**src/rtl/multicycle_ctrl.sv**
```systemverilog
// Multicycle RV32I-subset control FSM.
// Walks each instruction through IF/ID/EX/MEM/WB and decodes the datapath
// strobes (Moore) from the current state and the internally latched IR.
// The MEM state waits on a single-cycle dmem_ack with a bounded wait.
module multicycle_ctrl #(
    parameter int PC_INC      = 4,
    parameter int MEM_TIMEOUT = 15
) (
    input  logic        clk,
    input  logic        rst,
    input  logic [31:0] instr,
    input  logic        zero,
    input  logic        dmem_ack,
    output logic        ir_write,
    output logic [3:0]  alu_op,
    output logic        alu_src,
    output logic        mem_read,
    output logic        mem_write,
    output logic        mem_to_reg,
    output logic        reg_write,
    output logic        pc_write,
    output logic        pc_src,
    output logic        illegal,
    output logic [2:0]  state_o
);

    localparam logic [2:0] S_IF  = 3'd0;
    localparam logic [2:0] S_ID  = 3'd1;
    localparam logic [2:0] S_EX  = 3'd2;
    localparam logic [2:0] S_MEM = 3'd3;
    localparam logic [2:0] S_WB  = 3'd4;

    localparam logic [6:0] OP_R   = 7'b0110011;
    localparam logic [6:0] OP_I   = 7'b0010011;
    localparam logic [6:0] OP_LW  = 7'b0000011;
    localparam logic [6:0] OP_SW  = 7'b0100011;
    localparam logic [6:0] OP_BEQ = 7'b1100011;

    localparam logic [3:0] TMO_LAST = 4'(MEM_TIMEOUT - 1);

    // The datapath owns the PC adder; the wait counter is only 4 bits wide.
    generate
        if (PC_INC <= 0) begin : g_bad_pc_inc
            $error("multicycle_ctrl: PC_INC must be positive");
        end
        if (MEM_TIMEOUT < 1 || MEM_TIMEOUT > 15) begin : g_bad_timeout
            $error("multicycle_ctrl: MEM_TIMEOUT must be within 1..15");
        end
    endgenerate

    // Map funct3 plus the funct7[5] qualifier onto the ALU operation code.
    function automatic logic [3:0] alu_fn(input logic [2:0] f3, input logic f7b5);
        logic [3:0] op;
        case (f3)
            3'b000:  op = f7b5 ? 4'b0110 : 4'b0010;
            3'b001:  op = 4'b1001;
            3'b010:  op = 4'b0100;
            3'b011:  op = 4'b0100;
            3'b100:  op = 4'b0101;
            3'b101:  op = f7b5 ? 4'b1010 : 4'b1000;
            3'b110:  op = 4'b0001;
            3'b111:  op = 4'b0000;
            default: op = 4'b0000;
        endcase
        return op;
    endfunction

    logic [2:0]  state_r;
    logic [2:0]  next_state_s;
    logic [31:0] ir_r;
    logic        branch_taken_r;
    logic        illegal_r;
    logic        mem_fail_r;
    logic [3:0]  tmo_cnt_r;
    logic        is_r_s, is_i_s, is_lw_s, is_sw_s, is_beq_s, is_legal_s;
    logic        mem_timeout_s;

    // Instruction class decode from the latched IR, plus the MEM give-up condition.
    always_comb begin
        is_r_s        = (ir_r[6:0] == OP_R);
        is_i_s        = (ir_r[6:0] == OP_I);
        is_lw_s       = (ir_r[6:0] == OP_LW);
        is_sw_s       = (ir_r[6:0] == OP_SW);
        is_beq_s      = (ir_r[6:0] == OP_BEQ);
        is_legal_s    = is_r_s | is_i_s | is_lw_s | is_sw_s | is_beq_s;
        mem_timeout_s = (state_r == S_MEM) && !dmem_ack && (tmo_cnt_r == TMO_LAST);
    end

    // State register.
    always_ff @(posedge clk or negedge rst) begin
        if (!rst) begin
            state_r <= S_IF;
        end else begin
            state_r <= next_state_s;
        end
    end

    // Next-state logic.
    always_comb begin
        next_state_s = S_IF;
        case (state_r)
            S_IF:  next_state_s = S_ID;
            S_ID: begin
                if (is_legal_s) begin
                    next_state_s = S_EX;
                end else begin
                    next_state_s = S_WB;
                end
            end
            S_EX: begin
                if (is_lw_s || is_sw_s) begin
                    next_state_s = S_MEM;
                end else begin
                    next_state_s = S_WB;
                end
            end
            S_MEM: begin
                if (dmem_ack || mem_timeout_s) begin
                    next_state_s = S_WB;
                end else begin
                    next_state_s = S_MEM;
                end
            end
            S_WB:    next_state_s = S_IF;
            default: next_state_s = S_IF;
        endcase
    end

    // Instruction register, branch decision and MEM wait counter.
    always_ff @(posedge clk or negedge rst) begin
        if (!rst) begin
            ir_r           <= 32'd0;
            branch_taken_r <= 1'b0;
            tmo_cnt_r      <= 4'd0;
        end else begin
            if (state_r == S_IF) begin
                ir_r <= instr;
            end
            if (state_r == S_EX && is_beq_s) begin
                branch_taken_r <= zero;
            end else if (state_r == S_WB) begin
                branch_taken_r <= 1'b0;
            end
            if (state_r == S_MEM && !dmem_ack && !mem_timeout_s) begin
                tmo_cnt_r <= tmo_cnt_r + 4'd1;
            end else begin
                tmo_cnt_r <= 4'd0;
            end
        end
    end

    // Sticky illegal flag and the per-instruction "memory never answered" marker.
    always_ff @(posedge clk or negedge rst) begin
        if (!rst) begin
            illegal_r  <= 1'b0;
            mem_fail_r <= 1'b0;
        end else begin
            if ((state_r == S_ID && !is_legal_s) || mem_timeout_s) begin
                illegal_r <= 1'b1;
            end
            if (mem_timeout_s) begin
                mem_fail_r <= 1'b1;
            end else if (state_r == S_WB) begin
                mem_fail_r <= 1'b0;
            end
        end
    end

    // Moore output decode; ir_write is masked while reset is held because
    // the reset state is IF, which would otherwise raise it.
    always_comb begin
        ir_write   = 1'b0;
        alu_op     = 4'b0000;
        alu_src    = 1'b0;
        mem_read   = 1'b0;
        mem_write  = 1'b0;
        mem_to_reg = 1'b0;
        reg_write  = 1'b0;
        pc_write   = 1'b0;
        pc_src     = 1'b0;
        case (state_r)
            S_IF: ir_write = rst;
            S_EX: begin
                if (is_r_s) begin
                    alu_op  = alu_fn(ir_r[14:12], ir_r[30]);
                    alu_src = 1'b0;
                end else if (is_i_s) begin
                    alu_op  = alu_fn(ir_r[14:12], (ir_r[14:12] == 3'b101) && ir_r[30]);
                    alu_src = 1'b1;
                end else if (is_lw_s || is_sw_s) begin
                    alu_op  = 4'b0010;
                    alu_src = 1'b1;
                end else if (is_beq_s) begin
                    alu_op  = 4'b0110;
                    alu_src = 1'b0;
                end else begin
                    alu_op  = 4'b0000;
                    alu_src = 1'b0;
                end
            end
            S_MEM: begin
                mem_read  = is_lw_s;
                mem_write = is_sw_s;
            end
            S_WB: begin
                pc_write   = 1'b1;
                pc_src     = is_beq_s & branch_taken_r;
                reg_write  = is_r_s | is_i_s | (is_lw_s & ~mem_fail_r);
                mem_to_reg = is_lw_s;
            end
            default: ir_write = 1'b0;
        endcase
    end

    assign illegal = illegal_r;
    assign state_o = state_r;

endmodule

```
**config.mk**
```make
export PLATFORM = sky130hd
export DESIGN_NAME = multicycle_ctrl
export DESIGN_NICKNAME = d
export VERILOG_FILES = /design/src/rtl/multicycle_ctrl.sv
export SDC_FILE = /design/constraint.sdc
export NUM_CORES = 1
export LEC_CHECK = 0
export BUFFER_PORTS_ARGS = -buffer_cell sky130_fd_sc_hd__buf_2
export CAP_MARGIN = 20
export CORE_MARGIN = 2
export CORE_UTILIZATION = 49
export DETAILED_ROUTE_END_ITERATION = 6
export PLACE_DENSITY = 0.84
export SETUP_SLACK_MARGIN = 0.1
export SLEW_MARGIN = 20
export SYNTH_ARGS = -nofsm -noshare
export SYNTH_HDL_FRONTEND = slang
export SYNTH_SLANG_ARGS = --single-unit
export TNS_END_PERCENT = 10
```
**constraint.sdc**
```tcl
create_clock -name clk -period 4.3 [get_ports clk]
set_input_delay 0.86 -clock clk [delete_from_list [all_inputs] [get_ports clk]]
set_output_delay 0.86 -clock clk [all_outputs]
set_load 0.02 [all_outputs]
```
* Word level (Yosys, flattened, before mapping) *
Index checks and enable logic that the tools add are counted.

storage, ports and cells
  register bits after elaboration = 41
  bits of input ports = 36
  output and inout port bits = 16

operators by class
  add/sub/neg operators = 1
  eq/ne operators = 17
  multiplexer cells = 30
  bitwise gates (word level) = 8
  reductions and logical operators = 17

operator list
  cell                                                             number
  4-bit one-hot mux with 7 select lines                            2
  3-bit two-way mux                                                7
  4-bit two-way mux                                                4
  3-bit == test, second input constant                             5
  7-bit by 6-bit == test with 1-bit output, second input constant  2
  1-bit two-way mux                                                14
  3-bit by 2-bit == test with 1-bit output, second input constant  4
  3-bit one-hot mux with 4 select lines                            1
  7-bit by 2-bit == test with 1-bit output, second input constant  1
  7-bit by 5-bit == test with 1-bit output, second input constant  1
  7-bit == test, second input constant                             1
  3-bit by 1-bit == test with 1-bit output, second input constant  2
  1-bit logical AND                                                6
  3-bit zero test                                                  2
  1-bit OR                                                         5
  4-bit by 1-bit adder with 4-bit output, second input constant    1
  4-bit == test, second input constant                             1
  2-bit two-way mux                                                2
  2-bit nonzero test                                               2
  1-bit zero test                                                  3
  1-bit logical OR                                                 3
  1-bit bitwise AND                                                2
  2-bit OR reduction                                               1
  1-bit NOT                                                        1

* Logic depth before layout (Yosys ltp) *
Gate-level depths: netlist of run 1.

  depth after elaboration = 8
  gate-level depth with buffers = 5
  gate-level depth less buffers = 5

* Worst setup path before layout of run 1 *
Ideal clock, no wire load.

  kind = register to output
  start = reg state_r[1] (netlist: state_o[1])
  end = out alu_op[3]
  arrival time = 1.652 ns
  setup slack = 1.788 ns
  cell stages (with the launch flop) = 5
  buffers on the path = 1
  cell sequence = dfrtp_1 -> buf_2 -> nor3b_1 -> nand3_1 -> nor3_1

between the ends
  word-level cells in the longest chain between the ends = 2

ends and longest elaborated chain
  item                                      RTL line  text
  start, declared                           68        logic [2:0] state_r;
  start signal, assigned                    94        state_r <= next_state_s;
  3-bit by 2-bit == test with 1-bit output  181       case (state_r)
  4-bit two-way mux                         181
  end, declared                             15        output logic [3:0] alu_op,

No other way between the ends.

* Final worst setup path of run 1 *
  start = reg state_r[1] (netlist: state_o[1])
  end = out alu_op[2]

The elaborated chain is that of the path after synthesis.

==> flow_summary.yaml, run 1 <==
timing:
  rsz0062_at_grt: "no"
  drv_slew: 0
  skew_ps: 8.010
  relSlewSlack_pct: 60.26
  final-setup-viol-count: 0
  fmax_ghz: 0.3520
  fin_setup_tns_ps: 0
  worstMarginPinSlew_ps: 594.2
  final.period_utilization_pct: 66.06
  hold_violations: 0
  period_minus_slack_ps: 2841
route:
  ant_nets: 0
  route.detailed.drc: 0
  avgRoutedWirePerCell_um: 13.10
  top_layer_used: "met4"
  route.layer.met1.wl_um: 962
  via_count: 901
  wl_met3_um: 114
  drtPass1Iterations: 4
  viasPerCell: 5.428
  wl_mm: 2.174
  drt_first_iter_violations: 15
  routed-wl-met2_mm: 1.054
synthesis:
  ys.flop_type: "dfrtp_1"
  yosysTopAreaCellShare_pct: 47.30
  syn_area_um2: 1111
  synth_fp_nets: 147
  ys_seq_area_share_pct: 47.30
  yosysTopAreaCell: "dfrtp_1"
  ys_ff_latch: 21
  synth-edff-count: 0
  synthTopCellsByArea: "dfrtp_1 47%, mux2_2 9.1%, nand3_1 4.1%"
  netlist_instances: 109
  ys_warn_count: 0
  ys_types: 36
  async_reset_ff_share_pct: 100.0
  avgSynthCellArea_um2: 10.19
power:
  combPwrFrac_pct: 39.1
  internal_power_uw: 440.3
  switchingPower_uw: 288.2
  p_per_area_nw_per_um2: 560.4
  power_frac_seq_pct: 47.8
  switching_share_pct: 39.56
  leakage_uw: 0.0006056
  p_clk_share_pct: 13.1
  max-vdd-ir-drop_uv: 474.0
  total_power_uw: 728.5
clocking:
  post_cts_resize_count: 0
  path_clk_slew_ps: 120
  htreeDepth: 1
  root_buffer: "clkbuf_4"
  post_cts_buffers: 0
  cts_sinks: 21
  tritoncts: "done"
  ctsHoldBuffers: 0
  clkLatencyLatePin_ps: 310
  cts_made_buffers: 3
  clockBufferDepth: 2
setup_path:
  reg2reg_to: "ir_r[14]"
  cp_max_fo: 11
  cp-start-kind: "flip-flop"
  worst_r2r_path_depth: 2
  cp_data_arrival_time_ps: 1980
  critPathCaptureType: "output port"
  r2r_start: "state_o[0]"
  r2r_setup_slack_ps: 2690
  path_class: "reg -> out"
  cp.required_ps: 3440
cells_and_area:
  fin_nets: 177
  fillers: 202
  final_cell_mix: "30 x buf_2, 21 x dfrtp_1, 10 x nor2_1"
  drive_gt1_share_pct: 34.78
  final_common_cell: "buf_2"
  insertedDiodeCount: 0
  areaGrowthSynthToFinish_pct: 17.00
  postLayoutCellArea_um2: 1300
global_route:
  grt_pass1_wl_mm: 3.367
  grt_use_total_pct: 17.24
  grt.overflow.total: 0
  grt_max_degree: 23
  grt_pass1_vias: 794
  antenna_found_initial: 0
placed_design:
  gp_congestion: 0.8486
  port_buffers: 30
  dpl.hpwl_mm: 1.670
  placed_area_um2: 1272
floorplan:
  fp-row-count: 17
  die_area_um2: 2665
  core_area_um2: 2170
  die_w_um: 51.62
  die_y_um: 51.62
  start_util_pct: 51.21
  ioPinCount: 52
flow_run:
  max_cap_viol_count: 0
outcome:
  outcome: "completed"
hold_path:
  hold_class: "in -> async"
==> flip-flops by register name (all words and copies together) (netlist names) <==
signal / cells
illegal: 1
state_o: 3
branch_taken_r: 1
mem_fail_r: 1
ir_r: 11
tmo_cnt_r: 4
==> layer usage <==
layer  GRT usage, %  vias to the layer above
met3          3.161                        4
met1          21.62                      423
li1               -                      450
met5              0                        -
met4          10.96                        0
met2          27.35                       24
==> cell usage after synthesis (2+ instances only) <==
master    number
buf_2          4
dfrtp_1       21
ha_1           2
inv_1          6
mux2_2         9
nand2_1        5
nand2b_1       3
nand3_1        9
nand4_1        2
nor2_1        10
nor3_1         7
nor3b_1        2
o21ai_0        4
or3_1          3
==> per-stage QoR <==
stage | utilization [%] | std cells | hold slack [ps] | setup WS [ps]
floorplan | - | 109 | 454.7 | 1788
global placement | 58.65 | 162 | 450.2 | 1817
detailed placement | 58.65 | 162 | 460.8 | 1820
CTS | 59.92 | 166 | 489.9 | 1467
global route | 59.92 | 166 | 504.5 | 1295
finish | 59.92 | 166 | 481.9 | 1459
==> power by group through the flow <==
stage,Combinational (uW),Sequential [uW],Clock (uW)
2_1_floorplan,259,315,0
6_report,285,348,95.2
3_3_place_gp,275,347,0
3_5_place_dp,285,352,0
4_1_cts,285,346,96.7
5_1_grt,311,360,106
==> final cells by class <==
cell class / instances / area [um^2] / share of cell area [%]
timing repair buffer: 30 / 150.1 / 11.55
clock buffer: 3 / 22.52 / 1.732
clock inverter: 1 / 5.005 / 0.3850
tap: 28 / 35.03 / 2.695
inverter: 6 / 22.52 / 1.732
sequential: 21 / 525.5 / 40.42
multi-input combinational: 77 / 539.3 / 41.48
==> cell families (layout without fill, tap and decap cells) <==
kind of cell / after synthesis / in the layout / share of synthesized area (%)
AND/OR/NAND/NOR: 49 / 49 / 26.01
flip-flops: 21 / 21 / 47.30
AO/OA/AOI/OAI: 14 / 14 / 8.673
buffers and inverters: 11 / 40 / 4.166
multiplexers: 10 / 10 / 10.02
adder cells (fa/ha/maj): 2 / 2 / 2.252
XOR/XNOR: 2 / 2 / 1.577
==> worst max-delay path, cell delays in order (launching register included) <==
cell and delay [ps]:
dfrtp_1 570, nor3b_1 490, nand3_1 210, o22ai_1 210, buf_2 190
==> worst max-delay path by stage <==
stage               depth (start not counted)  slack (ps)        end  startpoint
finish                                      4        1460  alu_op[2]  state_o[1]
global route                                4        1290  alu_op[3]  state_o[1]
floorplan                                   4        1790  alu_op[3]  state_o[1]
CTS                                         4        1470  alu_op[2]  state_o[1]
global placement                            3        1820   ir_write         rst
detailed placement                          3        1820   ir_write         rst
(Power assumes the default switching activity.)
==> run 2, diff against run 1 <==
Settings changed: CORE_UTILIZATION 49 to 45, PLACE_DENSITY 0.84 to 0.78.
Clock period 4.3 ns to 2.7 ns, I/O delays scaled along.
==> run 2 against run 1 <==
  * Clock power grew 55%
  * Clock skew is 5.7 ps lower
  * Register-to-register slack worse by 1500 ps
  * Wire length rose by 2.4%
  * Global-route usage is 0.40 points lower
  * Sequential power increased by 60%
  * Sequential cell count unchanged
  * Count of clock-buffer cells in the layout did not move
  * Utilization decreased by 4.9 points
==> flow_summary.yaml, run 2 (same netlist as run 1, synthesis figures left out) <==
outcome:
  outcome: "completed"
global_route:
  grt_max_degree: 22
  grt.overflow.total: 0
  grt_pass1_wl_mm: 3.463
  grt_pass1_vias: 823
  grt_use_total_pct: 16.84
  antenna_found_initial: 0
route:
  viasPerCell: 5.450
  wl_mm: 2.226
  drtPass1Iterations: 4
  top_layer_used: "met4"
  route.layer.met1.wl_um: 971
  ant_nets: 0
  route.detailed.drc: 0
  avgRoutedWirePerCell_um: 13.02
  wl_met3_um: 106
  routed-wl-met2_mm: 1.118
  drt_first_iter_violations: 12
  via_count: 932
setup_path:
  cp_data_arrival_time_ps: 1770
  crit_start: "ir_r[2]"
  cp-start-kind: "flip-flop"
  critPathCaptureType: "output port"
  cp.required_ps: 2160
  r2r_start: "ir_r[2]"
  cp_max_fo: 6
  reg2reg_to: "illegal"
  critPathCapture: "alu_op[2]"
  path_class: "reg -> out"
  worst_r2r_path_depth: 4
  r2r_setup_slack_ps: 1170
floorplan:
  start_util_pct: 46.11
  fp-row-count: 18
  die_y_um: 53.69
  die_w_um: 53.69
  ioPinCount: 52
  core_area_um2: 2410
  die_area_um2: 2883
clocking:
  root_buffer: "clkbuf_4"
  cts_sinks: 21
  cts_made_buffers: 3
  htreeDepth: 1
  ctsHoldBuffers: 0
  tritoncts: "done"
  post_cts_buffers: 0
  path_clk_slew_ps: 110
  post_cts_resize_count: 0
  clkLatencyLatePin_ps: 300
  clockBufferDepth: 2
timing:
  fin_setup_tns_ps: 0
  skew_ps: 2.344
  relSlewSlack_pct: 76.64
  hold_ws_ps: 208.2
  drv_slew: 0
  hold_violations: 0
  worst_slack_ps: 390.5
  worstMarginPinSlew_ps: 350.4
  final.period_utilization_pct: 85.54
  rsz0062_at_grt: "no"
  period_minus_slack_ps: 2309
  final-setup-viol-count: 0
  fmax_ghz: 0.4330
cells_and_area:
  fillers: 216
  finalNonFillerCells: 171
  drive_gt1_share_pct: 36.17
  top_register: "ir_r"
  areaGrowthSynthToFinish_pct: 19.26
  fin_nets: 180
  largest_reg_flops: 11
  final_common_cell: "buf_2"
  final_cell_mix: "30 x buf_2, 21 x dfrtp_1, 10 x nor2_1"
  insertedDiodeCount: 0
power:
  max-vdd-ir-drop_uv: 684.2
  leakage_uw: 0.0006207
  p_per_area_nw_per_um2: 887.5
placed_design:
  dp_slack_ps: 725.9
  gp_congestion: 0.8317
  dp_cells: 167
  port_buffers: 30
  dpl.hpwl_mm: 1.743
flow_run:
  max_cap_viol_count: 0
hold_path:
  hold_class: "in -> async"
==> run 2: cell types whose count changed in the layout (fill, tap and decap cells not counted) <==
cell / previous run / this run
buf_4: 0 / 3
==> run 2: power by group <==
group          internal (uW)  total (uW)  switching, uW
combinational            244         472            228
sequential               416         556            140
clock                   55.3         148           93.0
==> run 2: area by class of cell <==
class	instances	area (um^2)	area share, %
flip-flops and latches	21	525.5	39.66
inverters	6	22.52	1.700
clock buffers	3	22.52	1.700
repair buffers	33	172.7	13.03
multi-input cells	77	539.3	40.70
clock inverters	1	5.005	0.3777
well taps	30	37.54	2.833
==> run 2: stage by stage <==
| stage | instance area (um^2) | utilization (%) | power (uW) |
|---|---|---|---|
| floorplan | 1111 | - | 914.4 |
| global placement | 1297 | 53.84 | 1010 |
| detailed placement | 1297 | 53.84 | 1033 |
| CTS | 1325 | 54.98 | 1185 |
| global route | 1325 | 54.98 | 1256 |
| finish | 1325 | 54.98 | 1176 |
==> run 2: worst min path at each step <==
stage                endpoint  depth (start not counted)  slack (ps)  startpoint
6_report         tmo_cnt_r[2]                          2         210         rst
5_1_grt        branch_taken_r                          2         230         rst
4_1_cts               illegal                          2         200         rst
3_5_place_dp          illegal                          1         460     illegal
3_3_place_gp          illegal                          1         450     illegal
2_1_floorplan  branch_taken_r                          0         240         rst
==> run 2: worst max-delay path, stage by stage, from the launching register on <==
cell and delay, ps:
dfrtp_1 390, and4bb_4 380, and2_2 180, nand3_1 120
o22ai_1 200, buf_2 190
==> run 2: routing by layer <==
| metal | vias up | track usage, % |
|---|---|---|
| met4 | 0 | 8.120 |
| li1 | 458 | - |
| met2 | 19 | 27.24 |
| met1 | 451 | 20.92 |
| met5 | - | 0 |
| met3 | 4 | 4.167 |
